File: config.mk
export PLATFORM = sky130hd
export DESIGN_NAME = acc_tracer
export DESIGN_NICKNAME = d
export VERILOG_FILES = /design/src/rtl/acc_tracer_pkg.sv /design/src/rtl/trace_fifo.sv /design/src/rtl/acc_tracer.sv
export SDC_FILE = /design/constraint.sdc
export NUM_CORES = 1
export LEC_CHECK = 0
export ABC_CLOCK_PERIOD_IN_PS = 3550
export CAP_MARGIN = 40
export CORE_MARGIN = 2
export CORE_UTILIZATION = 65
export CTS_CLUSTER_DIAMETER = 200
export DETAILED_ROUTE_END_ITERATION = 12
export DONT_BUFFER_PORTS = 1
export PLACE_DENSITY = 0.81
export SYNTH_ARGS = -nofsm -noshare
export SYNTH_HDL_FRONTEND = slang
export SYNTH_SLANG_ARGS = --single-unit
File: constraint.sdc
create_clock -name clk -period 3.55 [get_ports clk]
set_input_delay 0.5325 -clock clk [delete_from_list [all_inputs] [get_ports clk]]
set_output_delay 0.5325 -clock clk [all_outputs]
set_load 0.05 [all_outputs]
File: src/rtl/acc_tracer_pkg.sv
// acc_tracer_pkg: shared state type and record constants for the accumulator tracer
package acc_tracer_pkg;
  typedef enum logic [1:0] {IDLE, START, DATA, STOP} tx_state_t;
  localparam logic [1:0] TAG_DATA = 2'b01;
  localparam logic [7:0] MARKER_HALT = 8'hFF;
  localparam int FRAME_BITS = 10;
endpackage

File: src/rtl/trace_fifo.sv
// trace_fifo: synchronous fifo with pointers and an occupancy counter
module trace_fifo #(
  parameter int W = 8,
  parameter int DEPTH = 8,
  parameter int CW = $clog2(DEPTH + 1)
) (
  input  logic          clk,
  input  logic          reset,
  input  logic          push,
  input  logic          pop,
  input  logic [W-1:0]  din,
  output logic [W-1:0]  dout,
  output logic          full,
  output logic          empty,
  output logic [CW-1:0] count
);
  localparam int AW = $clog2(DEPTH);
  logic [W-1:0] mem [DEPTH];
  logic [AW-1:0] wp, rp;
  logic wr, rd;
  assign full = count == CW'(DEPTH);
  assign empty = count == '0;
  assign dout = mem[rp];
  assign wr = push & (~full | pop);
  assign rd = pop & ~empty;
  always_ff @(posedge clk) begin
    if (reset) begin
      wp <= '0;
      rp <= '0;
      count <= '0;
    end else begin
      wp <= wr ? wp + AW'(1) : wp;
      rp <= rd ? rp + AW'(1) : rp;
      count <= count + CW'(wr) - CW'(rd);
    end
  end
  always_ff @(posedge clk) begin
    if (wr) mem[wp] <= din;
  end
endmodule

File: src/rtl/acc_tracer.sv
// acc_tracer: records accumulator changes and halt markers, streams them out as 8N1 serial
module acc_tracer
  import acc_tracer_pkg::*;
#(
  parameter int DATA_W = 6,
  parameter int DEPTH = 8,
  parameter int BAUD_DIV = 16
) (
  input  logic                         clk,
  input  logic                         reset,
  input  logic [DATA_W-1:0]            acc,
  input  logic                         halt,
  output logic                         tx,
  output logic                         busy,
  output logic                         overflow,
  output logic [$clog2(DEPTH+1)-1:0]   count
);
  localparam int BW = $clog2(BAUD_DIV);
  localparam int DATA_BITS = FRAME_BITS - 2;
  logic [DATA_W-1:0] prev_acc;
  logic halt_q, pend;
  logic data_push, mark_push, push, pop, full, empty;
  logic [7:0] rec, head, shreg, shreg_n;
  logic [BW-1:0] baud, baud_n;
  logic [2:0] bit_cnt, bit_n;
  logic baud_end, tx_n;
  tx_state_t state, state_n;
  assign data_push = acc != prev_acc;
  assign mark_push = pend & ~data_push;
  assign push = data_push | mark_push;
  assign rec = data_push ? {TAG_DATA, 6'(acc)} : MARKER_HALT;
  assign busy = state != IDLE || count != '0;
  assign baud_end = baud == BW'(BAUD_DIV - 1);
  trace_fifo #(.W(8), .DEPTH(DEPTH)) u_fifo (
    .clk(clk),
    .reset(reset),
    .push(push),
    .pop(pop),
    .din(rec),
    .dout(head),
    .full(full),
    .empty(empty),
    .count(count)
  );
  always_comb begin
    state_n = state;
    shreg_n = shreg;
    bit_n = bit_cnt;
    pop = 1'b0;
    baud_n = (state == IDLE || baud_end) ? '0 : baud + BW'(1);
    case (state)
      IDLE: begin
        pop = ~empty;
        shreg_n = empty ? shreg : head;
        bit_n = '0;
        state_n = empty ? IDLE : START;
      end
      START: state_n = baud_end ? DATA : START;
      DATA: if (baud_end) begin
        shreg_n = shreg >> 1;
        bit_n = bit_cnt + 3'd1;
        state_n = bit_cnt == 3'(DATA_BITS - 1) ? STOP : DATA;
      end
      STOP: state_n = baud_end ? IDLE : STOP;
      default: state_n = IDLE;
    endcase
    tx_n = state_n == START ? 1'b0 : state_n == DATA ? shreg_n[0] : 1'b1;
  end
  always_ff @(posedge clk) begin
    if (reset) begin
      state <= IDLE;
      shreg <= '0;
      baud <= '0;
      bit_cnt <= '0;
      tx <= 1'b1;
      prev_acc <= '0;
      halt_q <= 1'b0;
      pend <= 1'b0;
      overflow <= 1'b0;
    end else begin
      state <= state_n;
      shreg <= shreg_n;
      baud <= baud_n;
      bit_cnt <= bit_n;
      tx <= tx_n;
      prev_acc <= acc;
      halt_q <= halt;
      pend <= (pend & ~mark_push) | (halt & ~halt_q);
      overflow <= overflow | (push & full & ~pop);
    end
  end
endmodule
==> results of run 1 <==
kinds of logic after synthesis:
group                      count (synthesis)  synth area share [%]
and+or+nand+nor                           81                  12.5
adders and majority gates                 12                  3.94
buffers and inverters                     23                  2.37
DFF                                       96                  62.0
muxes                                     21                  9.78
AOI/OAI and AO/OA                         40                  6.65
xor gates and xnor gates                  13                  2.84
worst max path at each step:
stage | start | endpoint
2_1_floorplan | u_fifo.count[2]$_SDFF_PP0_ | u_fifo.mem[2][0]$_DFFE_PP_
3_3_place_gp | u_fifo.count[2]$_SDFF_PP0_ | u_fifo.count[2]$_SDFF_PP0_
3_5_place_dp | u_fifo.count[2]$_SDFF_PP0_ | u_fifo.count[2]$_SDFF_PP0_
4_1_cts | u_fifo.count[2]$_SDFF_PP0_ | u_fifo.count[2]$_SDFF_PP0_
5_1_grt | u_fifo.count[2]$_SDFF_PP0_ | u_fifo.count[2]$_SDFF_PP0_
6_report | u_fifo.count[2]$_SDFF_PP0_ | u_fifo.count[2]$_SDFF_PP0_
worst max-delay path, delay by kind of cell (launching register included):
| kind | cells | cell delay, ns |
|---|---|---|
| adders and majority gates | 4 | 1.02 |
| DFF | 1 | 0.65 |
| and+or+nand+nor | 3 | 0.50 |
| buffers and inverters | 4 | 0.43 |
| xor gates and xnor gates | 1 | 0.15 |
stage by stage:
stage / power (W) / cells / hold slack (ns) / utilization (%) / setup WS [ns]
after floorplan: 0.00236 / 286 / 0.418 / - / 0.716
after global placement: 0.00253 / 353 / 0.431 / 68.4 / 0.881
after detailed placement: 0.00257 / 353 / 0.440 / 68.4 / 0.744
after CTS: 0.00316 / 369 / 0.224 / 71.1 / 0.722
after global routing: 0.00330 / 369 / 0.221 / 71.1 / 0.528
final: 0.00313 / 369 / 0.239 / 71.1 / 0.754
synthesized netlist by cell type (4+ instances only):
master / count / area share [%]
nor2b_1: 11 / 1.7
mux4_2: 14 / 7.9
a22oi_1: 12 / 2.2
ha_1: 11 / 3.4
edfxtp_1: 56 / 42
buf_2: 4 / 0.50
a21oi_1: 12 / 1.5
o21ai_1: 4 / 0.50
inv_1: 10 / 0.94
nand2_1: 11 / 1.0
dfxtp_1: 40 / 20
and4b_1: 4 / 1.0
nand2b_2: 6 / 1.3
clkbuf_1: 6 / 0.56
nor3_1: 4 / 0.50
nor2_1: 18 / 1.7
xor2_1: 10 / 2.2
power by group:
| part | internal [W] | switching, W | leakage (nW) |
|---|---|---|---|
| sequential | 0.00141 | 0.000270 | 0.844 |
| combinational | 0.000429 | 0.000418 | 0.598 |
| clock | 0.000255 | 0.000340 | 0.0736 |
| total | 0.00210 | 0.00103 | 1.52 |
state kept, by name, summed over array words and instances (netlist names), named ones only:
signal,count
halt_q,1
tx,1
prev_acc,6
baud,4
state,2
u_fifo.wp,3
pend,1
u_fifo.rp,3
u_fifo.mem,56
bit_cnt,3
shreg,8
overflow,1
u_fifo.count,4
metal layers:
metal,GRT usage (%),share of wire (%),vias to the layer above
met1,30.8,42,1116
met5,0,0,-
met4,8.20,1.8,0
met3,5.11,4.1,11
li1,-,-,1069
met2,38.2,52,44
final cells by class:
| class | count | share of cell area, % |
|---|---|---|
| tap | 75 | 2.22 |
| clock buffer | 13 | 3.28 |
| timing repair buffer | 3 | 0.532 |
| sequential | 96 | 58.7 |
| clock inverter | 3 | 0.473 |
| inverter | 12 | 1.06 |
| multi-input combinational | 167 | 33.8 |
==> reports/results.txt, run 1 <==
Max-slew headroom -> 47.2%
Mean Syn Cell Area -> 14.0 µm²
Die Y -> 82.5 µm
Post-CTS Setup Repair Bufs -> 0
WL final -> 6950 µm
Core ar. -> 5960 µm²
RR Endpoint -> u_fifo.count[2]$_SDFF_PP0_
Reg2reg start -> u_fifo.count[2]$_SDFF_PP0_
R2R depth -> 12
Setup TNS Final -> 0 ns
Pwr/cell area -> 739 nW/µm²
Post-synthesis sequential area ratio -> 62.0%
Clock Pin Slew Worst Setup and Hold Paths -> 0.08 ns
Crit path DAT -> 3.09 ns
Ant diodes -> 0
Global route overflow -> 0
Hold Path Sink -> pend$_SDFF_PP0_
Post-Syn Nets -> 307
Hold buffers post-CTS -> 0
Final-report hold violation count -> 0
Number of max-cap violations -> 0
Setup Viol. Count Final -> 0
TritonCTS buffer count -> 9
Most frequent cells in the layout -> 56 x edfxtp_1, 40 x dfxtp_1, 18 x nor2_1
Yosys warning total -> 0
Cells after Synth -> 286
Clock Root Buffer -> clkbuf_8
CP Cell Sequence -> inv_1, ha_1, or3b_1, nand2_1, inv_2, ha_1, inv_1, ha_1, inv_1, fa_1, xor2_1, nor2_1
Pleak -> 1.52 nW
Critical Path End Type -> flop
DP HPWL -> 4750 µm
Worst Path Max Fanout -> 5
Clk_lat worst skew -> 0.35 ns
VDD IR max -> 620 µV
Ports -> 16
Htree depth -> 3
GRT Total Usage -> 23.2%
Starting Density -> 67.3%
FF-to-FF setup slack -> 0.75 ns
Clock buffer depth -> 2
Drt initial violations -> 195
HP Class -> in -> reg
Setup Crit Path Kind -> reg -> reg
Critical path's slowest cell -> dfxtp_1
Max-slew violation count -> 0
DRC -> 0
Number of global-route vias before repair -> 2156
Startpoint types -> flop
RSZ-0062 raised after global routing -> no
Fin area -> 4230 µm²
Final #Nets -> 310
Fillers -> 418
Hold Path Origin -> reset
Sequential cell area -> 2480 µm²
PostCTS Resize Cnt -> 0
Final Critical Period -> 2.80 ns
Commonest non-fill, non-tap cell in the layout -> edfxtp_1
Post-synth cell types -> 54
Hold Crit Depth -> 1
Post-DRT Antenna Nets -> 0
Row cnt -> 28
Largest net degree at the start of global routing -> 40
Global-route wire length before repair -> 10900 µm
Number of synthesized flops with an enable pin -> 56
Least-Margin Pin Slew -> 0.791 ns
CTS tree -> built
Flops & latches, synth -> 96
Final worst-path cycle share -> 78.8%
First drt pass iteration count -> 4
Clock Sinks -> 96
Die Wd -> 82.5 µm
Ys async rst share -> 0%
Max Fclk -> 0.358 GHz
Worst Skew -> 0.0115 ns
Vias/cell -> 6.07
Port Buf Inserts -> 0
Layout area overhead -> 5.62%
Mapped Area -> 4010 µm²
Die footprint -> 6810 µm²
CP required -> 3.84 ns
Number of antenna violations at the first check in global routing -> 0
Primary FF master, synth -> edfxtp_1
DR vias -> 2240
Share of layout cells above drive strength 1 -> 16.0%
Worst stage delay on the critical path -> 0.65 ns
Outcome -> finished, final reports clean
Routed WL per cell -> 18.8 µm
Cell Area, Placed -> 4070 µm²
Final RePlAce weighted congestion -> 0.721
Multi-input logic area -> 1430 µm²
No activity file was read; power rests on OpenSTA's default activity.
==> run 2, diff against run 1 <==
--- a/config.mk
+++ b/config.mk
@@ -5,14 +5,14 @@
 export SDC_FILE = /design/constraint.sdc
 export NUM_CORES = 1
 export LEC_CHECK = 0
-export ABC_CLOCK_PERIOD_IN_PS = 3550
+export ABC_CLOCK_PERIOD_IN_PS = 2500
 export CAP_MARGIN = 40
 export CORE_MARGIN = 2
-export CORE_UTILIZATION = 65
+export CORE_UTILIZATION = 56
 export CTS_CLUSTER_DIAMETER = 200
 export DETAILED_ROUTE_END_ITERATION = 12
 export DONT_BUFFER_PORTS = 1
-export PLACE_DENSITY = 0.81
+export PLACE_DENSITY = 0.74
 export SYNTH_ARGS = -nofsm -noshare
 export SYNTH_HDL_FRONTEND = slang
 export SYNTH_SLANG_ARGS = --single-unit
==> constraint.sdc (replaced) <==
create_clock -name clk -period 2.5 [get_ports clk]
set_input_delay 0.375 -clock clk [delete_from_list [all_inputs] [get_ports clk]]
set_output_delay 0.375 -clock clk [all_outputs]
set_load 0.05 [all_outputs]
==> run 2 against run 1 <==
Routed wire length rose by 2.0%. Non-clock buffer count is 10 higher. Sequential power increased by 30%. Die area increased by 15%. Critical endpoint is now busy. Final cell count grew 8.4%. Hold slack lost 0.19 ns. Sequential cell count did not move. Sequential share of layout area decreased by 2.2 points. Critical path type is now reg -> out. Via count is essentially flat.
==> reports/results.txt, run 2 (synthesized netlist as in run 1, its figures left out) <==
Outcome -> finished, final reports clean
Worst stage delay on the critical path -> 0.53 ns
Final worst-path cycle share -> 93.8%
Die footprint -> 7850 µm²
Final RePlAce weighted congestion -> 0.754
DR vias -> 2242
Flop pwr share -> 46.2%
Max-slew violation count -> 0
Number of antenna violations at the first check in global routing -> 0
Clock Sinks -> 96
Pwr Total -> 0.00477 W
DRC -> 0
Max Fclk -> 0.427 GHz
TritonCTS buffer count -> 9
FF-to-FF setup slack -> 0.16 ns
Ant diodes -> 0
HP Class -> in -> reg
Comb power frac -> 32.8%
Worst path depth -> 4
Share of layout cells above drive strength 1 -> 22.7%
Global route overflow -> 0
Hold Path Origin -> reset
Setup TNS Final -> 0 ns
Net Sw Power -> 0.00164 W
CP required -> 2.12 ns
Sw Share -> 34.3%
Clk_lat worst skew -> 0.38 ns
Number of max-cap violations -> 0
Critical path's slowest cell -> nor3b_1
Delay-heaviest family, CP -> simple AND/OR/NAND/NOR gates
Final #Nets -> 320
Row cnt -> 30
Starting Density -> 58.3%
Pleak -> 1.60 nW
Htree depth -> 3
Die Y -> 88.6 µm
Pwr/cell area -> 1080 nW/µm²
VDD IR max -> 494 µV
Cell Area, Placed -> 4180 µm²
CP Cell Sequence -> inv_2, ha_2, nor3b_1, nand2_1
GRT Total Usage -> 20.1%
Startpoint types -> flop
Vias/cell -> 5.61
Biggest register -> u_fifo.mem
CTS tree -> built
WL final -> 7090 µm
Final-report hold violation count -> 0
Largest registers -> u_fifo.mem x56, shreg x8, prev_acc x6
Worst Path Max Fanout -> 4
Fin area -> 4400 µm²
Ports -> 16
Clk pwr share -> 21.0%
Commonest non-fill, non-tap cell in the layout -> edfxtp_1
Max-slew headroom -> 58.5%
Hold Crit Depth -> 1
Die Wd -> 88.6 µm
Number of global-route vias before repair -> 2210
Multi-input logic area -> 1460 µm²
Non-Filler Instances -> 400
Setup Viol. Count Final -> 0
Global-route wire length before repair -> 11200 µm
Worst Skew -> 0.0113 ns
Max reg flops -> 56
Setup Crit Path Kind -> reg -> out
Routed WL per cell -> 17.7 µm
Sequential cell area -> 2480 µm²
Fillers -> 513
CP bufs+invs -> 1
Crit path DAT -> 1.97 ns
First drt pass iteration count -> 4
Most frequent cells in the layout -> 56 x edfxtp_1, 38 x dfxtp_1, 18 x nor2_1
Core ar. -> 6870 µm²
Clock buffer depth -> 2
Clock Pin Slew Worst Setup and Hold Paths -> 0.10 ns
Post-DRT Antenna Nets -> 0
Largest net degree at the start of global routing -> 40
Hold Path Sink -> u_fifo.count[2]$_SDFF_PP0_
RSZ-0062 raised after global routing -> no
Reg2reg start -> u_fifo.count[2]$_SDFF_PP0_
Clock Root Buffer -> clkbuf_8
R2R depth -> 12
RR Endpoint -> u_fifo.count[2]$_SDFF_PP0_
Drt initial violations -> 125
Core Util, Final -> 64.1%
Cells after DPL -> 383
Internal -> 0.00313 W
Port Buf Inserts -> 0
Critical Path End Type -> output port
Final Critical Period -> 2.34 ns
Least-Margin Pin Slew -> 0.621 ns
DP HPWL -> 4730 µm
Layout area overhead -> 9.93%
run 2: layout make-up:
class                   instances  share of cell area (%)
flip-flops and latches         96                    56.4
multi-input cells             167                    33.1
clock buffers                   9                    2.81
well taps                      96                    2.73
repair buffers                 13                    2.22
clock inverters                 7                    1.68
inverters                      12                    1.02
run 2: through the flow:
| stage | hold slack [ns] | setup WS (ns) |
|---|---|---|
| 2_1_floorplan | 0.418 | 0.0295 |
| 3_3_place_gp | 0.429 | 0.158 |
| 3_5_place_dp | 0.445 | 0.116 |
| 4_1_cts | 0.0325 | 0.0902 |
| 5_1_grt | 0.0241 | 0.0253 |
| 6_report | 0.0483 | 0.156 |
run 2: worst max path at each step:
stage                          startpoint                    endpoint  slack (ns)
2_1_floorplan  u_fifo.count[2]$_SDFF_PP0_  u_fifo.count[2]$_SDFF_PP0_        0.03
3_3_place_gp   u_fifo.count[2]$_SDFF_PP0_  u_fifo.count[2]$_SDFF_PP0_        0.16
3_5_place_dp   u_fifo.count[2]$_SDFF_PP0_  u_fifo.count[2]$_SDFF_PP0_        0.12
4_1_cts        u_fifo.count[2]$_SDFF_PP0_  u_fifo.count[2]$_SDFF_PP0_        0.09
5_1_grt        u_fifo.count[3]$_SDFF_PP0_  u_fifo.count[2]$_SDFF_PP0_        0.03
6_report       u_fifo.count[2]$_SDFF_PP0_                        busy        0.16
run 2: what timing repair did:
action,CTS,global route
buffers inserted,0,1
resized for setup,0,6
hold buffers,0,0
endpoints found under the setup margin,0,4
run 2: worst register-to-register path: cells and delay by family, from the launching register on:
family | cells | cell delay [ns]
XOR/XNOR | 1 | 0.14
adder cells (fa/ha/maj) | 4 | 0.99
AND/OR/NAND/NOR | 3 | 0.54
flip-flops | 1 | 0.34
buffers and inverters | 4 | 0.23
run 2: power by group through the flow:
stage	clock network, W	registers [W]	logic [W]
final	0.00100	0.00220	0.00156
after global routing	0.00108	0.00224	0.00174
after CTS	0.00102	0.00220	0.00153
after detailed placement	0	0.00224	0.00152
after global placement	0	0.00222	0.00148
after floorplan	0	0.00229	0.00108
run 2: per-layer routing:
layer / global-route usage, % / up-vias / wire [µm]
met5: 0 / - / 0
met4: 7.02 / 0 / 121
met3: 6.25 / 12 / 260
met2: 32.1 / 37 / 3510
met1: 26.4 / 1101 / 3200
li1: - / 1092 / -
==> run 3, diff against run 2 <==
--- a/config.mk
+++ b/config.mk
@@ -8,11 +8,13 @@
 export ABC_CLOCK_PERIOD_IN_PS = 2500
 export CAP_MARGIN = 40
 export CORE_MARGIN = 2
-export CORE_UTILIZATION = 56
+export CORE_UTILIZATION = 57
 export CTS_CLUSTER_DIAMETER = 200
 export DETAILED_ROUTE_END_ITERATION = 12
 export DONT_BUFFER_PORTS = 1
-export PLACE_DENSITY = 0.74
+export PLACE_DENSITY = 0.75
 export SYNTH_ARGS = -nofsm -noshare
 export SYNTH_HDL_FRONTEND = slang
+export SYNTH_HIERARCHICAL = 1
 export SYNTH_SLANG_ARGS = --single-unit
+export TNS_END_PERCENT = 20
==> run 3 against run 2 <==
Synthesized area is 8.1% higher. Critical endpoint is now u_fifo/count[1]$_SDFF_PP0_. Utilization grew 2.4 points. Final cell count up 7.5%. Combinational power about the same. Via count is 7.1% higher. Critical path type is now reg -> reg. Clock-buffer cell count did not move. Sequential power rose by 9%. Cell area up 10%. Die area increased by 5.9%. Sequential cell count is 8 higher.
==> reports/results.txt, run 3 <==
Final Critical Period -> 2.49 ns
R2R depth -> 12
DP Worst Slack -> -0.0362 ns
Startpoint types -> flop
Hold Path Origin -> reset
Hold buffers post-CTS -> 0
Top cells by count, synth -> 64 x edfxtp_1, 40 x dfxtp_1, 20 x nor2_1, 15 x mux4_1, 13 x a21oi_1
CP required -> 2.76 ns
Most frequent cells in the layout -> 64 x edfxtp_1, 36 x dfxtp_1, 20 x nor2_1
Worst Skew -> 0.00927 ns
Clock buffer depth -> 2
Hold Path Sink -> bit_cnt[1]$_SDFFE_PP0P_
Row cnt -> 31
Core ar. -> 7290 µm²
Count leader, synth -> edfxtp_1
Setup ws final -> 0.00694 ns
Clk_lat worst skew -> 0.36 ns
Largest cells by area after synthesis -> edfxtp_1 44%, dfxtp_1 18%, mux4_1 9.1%
DR vias -> 2401
Ant diodes -> 0
Worst stage delay on the critical path -> 0.52 ns
GRT Total Usage -> 19.4%
Max Fclk -> 0.401 GHz
Routed WL per cell -> 17.6 µm
VDD IR max -> 569 µV
Cells after Synth -> 295
WL final -> 7550 µm
Drt initial violations -> 171
Number of max-cap violations -> 0
Share of layout cells above drive strength 1 -> 22.7%
Ys async rst share -> 0%
DRC -> 0
Die footprint -> 8310 µm²
Die Y -> 91.2 µm
Number of antenna violations at the first check in global routing -> 0
Final-report hold violation count -> 0
Layout area overhead -> 12.0%
Least-Margin Pin Slew -> 0.813 ns
Primary FF master, synth -> edfxtp_1
DP HPWL -> 5390 µm
Setup Crit Path Kind -> reg -> reg
Biggest register -> u_fifo/mem
Post-synth cell types -> 45
Clock Sinks -> 104
Commonest non-fill, non-tap cell in the layout -> edfxtp_1
Top cell by count, worst path -> ha_4
Number of global-route vias before repair -> 2451
Htree depth -> 3
FF-to-FF setup slack -> 0.007 ns
Max-slew violation count -> 0
Core Util, Final -> 66.5%
Reg2reg start -> u_fifo/count[3]$_SDFF_PP0_
CP Cell Sequence -> inv_4, ha_4, nor3b_4, nor3_4, or4b_4, nand2_4, ha_4, inv_4, ha_4, inv_2, fa_2, nor2_1
Pleak -> 1.73 nW
Clock Root Buffer -> clkbuf_8
Flops & latches, synth -> 104
Mean Syn Cell Area -> 14.7 µm²
Critical path's slowest cell -> or4b_4
Clock Pin Slew Worst Setup and Hold Paths -> 0.10 ns
Setup Viol. Count Final -> 0
Worst Path Max Fanout -> 2
Die Wd -> 91.2 µm
Ports -> 16
Largest registers -> u_fifo/mem x64, shreg x8, prev_acc x6
Max-slew headroom -> 45.6%
Share of the synthesized area in the top cell type -> 44.4%
Mapped Area -> 4330 µm²
Final RePlAce weighted congestion -> 0.756
First drt pass iteration count -> 4
Max reg flops -> 64
Pwr/cell area -> 1020 nW/µm²
Post-DRT Antenna Nets -> 0
Hold Crit Depth -> 1
Final #Nets -> 347
Number of synthesized flops with an enable pin -> 64
TritonCTS buffer count -> 9
Critical Path End Type -> flop
HP Class -> in -> reg
Final worst-path cycle share -> 99.7%
Global-route wire length before repair -> 12200 µm
Largest net degree at the start of global routing -> 39
Yosys warning total -> 6
RR Endpoint -> u_fifo/count[1]$_SDFF_PP0_
Outcome -> finished, final reports clean
Vias/cell -> 5.58
RSZ-0062 raised after global routing -> yes
Top cell type by total area after synthesis -> edfxtp_1
Starting Density -> 59.4%
CTS tree -> built
Port Buf Inserts -> 0
Global route overflow -> 0
Crit path DAT -> 2.75 ns
Post-synthesis sequential area ratio -> 62.9%
-- run 3: cell count changes after synthesis, moves of 3 or more --
cell,change
o21ai_1,-4
mux2_2,+8
xnor2_1,+5
o21ai_0,+4
mux4_2,-13
edfxtp_1,+8
xor2_1,-8
nand2b_2,-6
and4b_1,-4
mux4_1,+15
a22oi_1,-3
nand2b_1,+9
-- run 3: cells by family after synthesis --
| kind of cell | share of synthesized area, % |
|---|---|
| flops | 62.9 |
| buf+inv | 2.43 |
| simple gates | 10.8 |
| other cells | 0.0866 |
| fa+ha+maj | 3.64 |
| xor+xnor | 2.02 |
| mux | 12.9 |
| compound gates | 5.26 |
-- run 3: power breakdown --
part	internal, W	switching [W]
combinational	0.000746	0.000827
clock	0.000385	0.000601
sequential	0.00217	0.000220
total	0.00330	0.00165
-- run 3: per-stage QoR --
step	instance area, µm²	std cells	hold slack, ns	total power [W]	setup TNS, ns
finish	4850	430	0.0799	0.00495	0
detailed placement	4640	412	0.441	0.00397	-0.0494
floorplan	4440	302	0.418	0.00352	-0.477
global placement	4620	408	0.432	0.00387	0
CTS	4850	430	0.0588	0.00498	0
global route	4850	430	0.0482	0.00522	-0.133
-- run 3: per-layer routing --
layer / GRT usage (%) / share of wire [%]
met2: 31.9 / 49
met5: 0 / 0
met4: 6.69 / 1.8
met3: 4.48 / 2.7
met1: 25.7 / 47
-- run 3: how the worst max path moves through the flow --
stage                                    start                          to  slack [ns]  cells after the start
CTS                 u_fifo/count[3]$_SDFF_PP0_  u_fifo/count[1]$_SDFF_PP0_       0.002                     12
floorplan           u_fifo/count[3]$_SDFF_PP0_  u_fifo/count[1]$_SDFF_PP0_       -0.22                     12
global route        u_fifo/count[2]$_SDFF_PP0_  u_fifo/count[1]$_SDFF_PP0_       -0.08                     12
detailed placement  u_fifo/count[2]$_SDFF_PP0_  u_fifo/count[1]$_SDFF_PP0_       -0.04                     12
finish              u_fifo/count[3]$_SDFF_PP0_  u_fifo/count[1]$_SDFF_PP0_       0.007                     12
global placement    u_fifo/count[3]$_SDFF_PP0_  u_fifo/count[1]$_SDFF_PP0_        0.04                     12
-- run 3: final cells by class --
class / instances / area, µm²
Sequential cell: 104 / 2730
Fill cell: 523 / 2440
Multi-Input combinational cell: 177 / 1600
Timing Repair Buffer: 22 / 158
Clock buffer: 9 / 124
Tap cell: 99 / 124
Clock inverter: 7 / 63.8
Inverter: 12 / 52.6
-- run 3: critical path: cells and delay by family (launching register included) --
kind | cells | cell delay [ns]
DFF | 1 | 0.36
buffers and inverters | 3 | 0.15
adders and majority gates | 4 | 0.95
and+or+nand+nor | 5 | 0.94
-- run 3: timing repair --
action,CTS,global route
gates resized for setup,2,1
buffers inserted,2,0
pin swaps,2,0
setup endpoints to repair,2,3
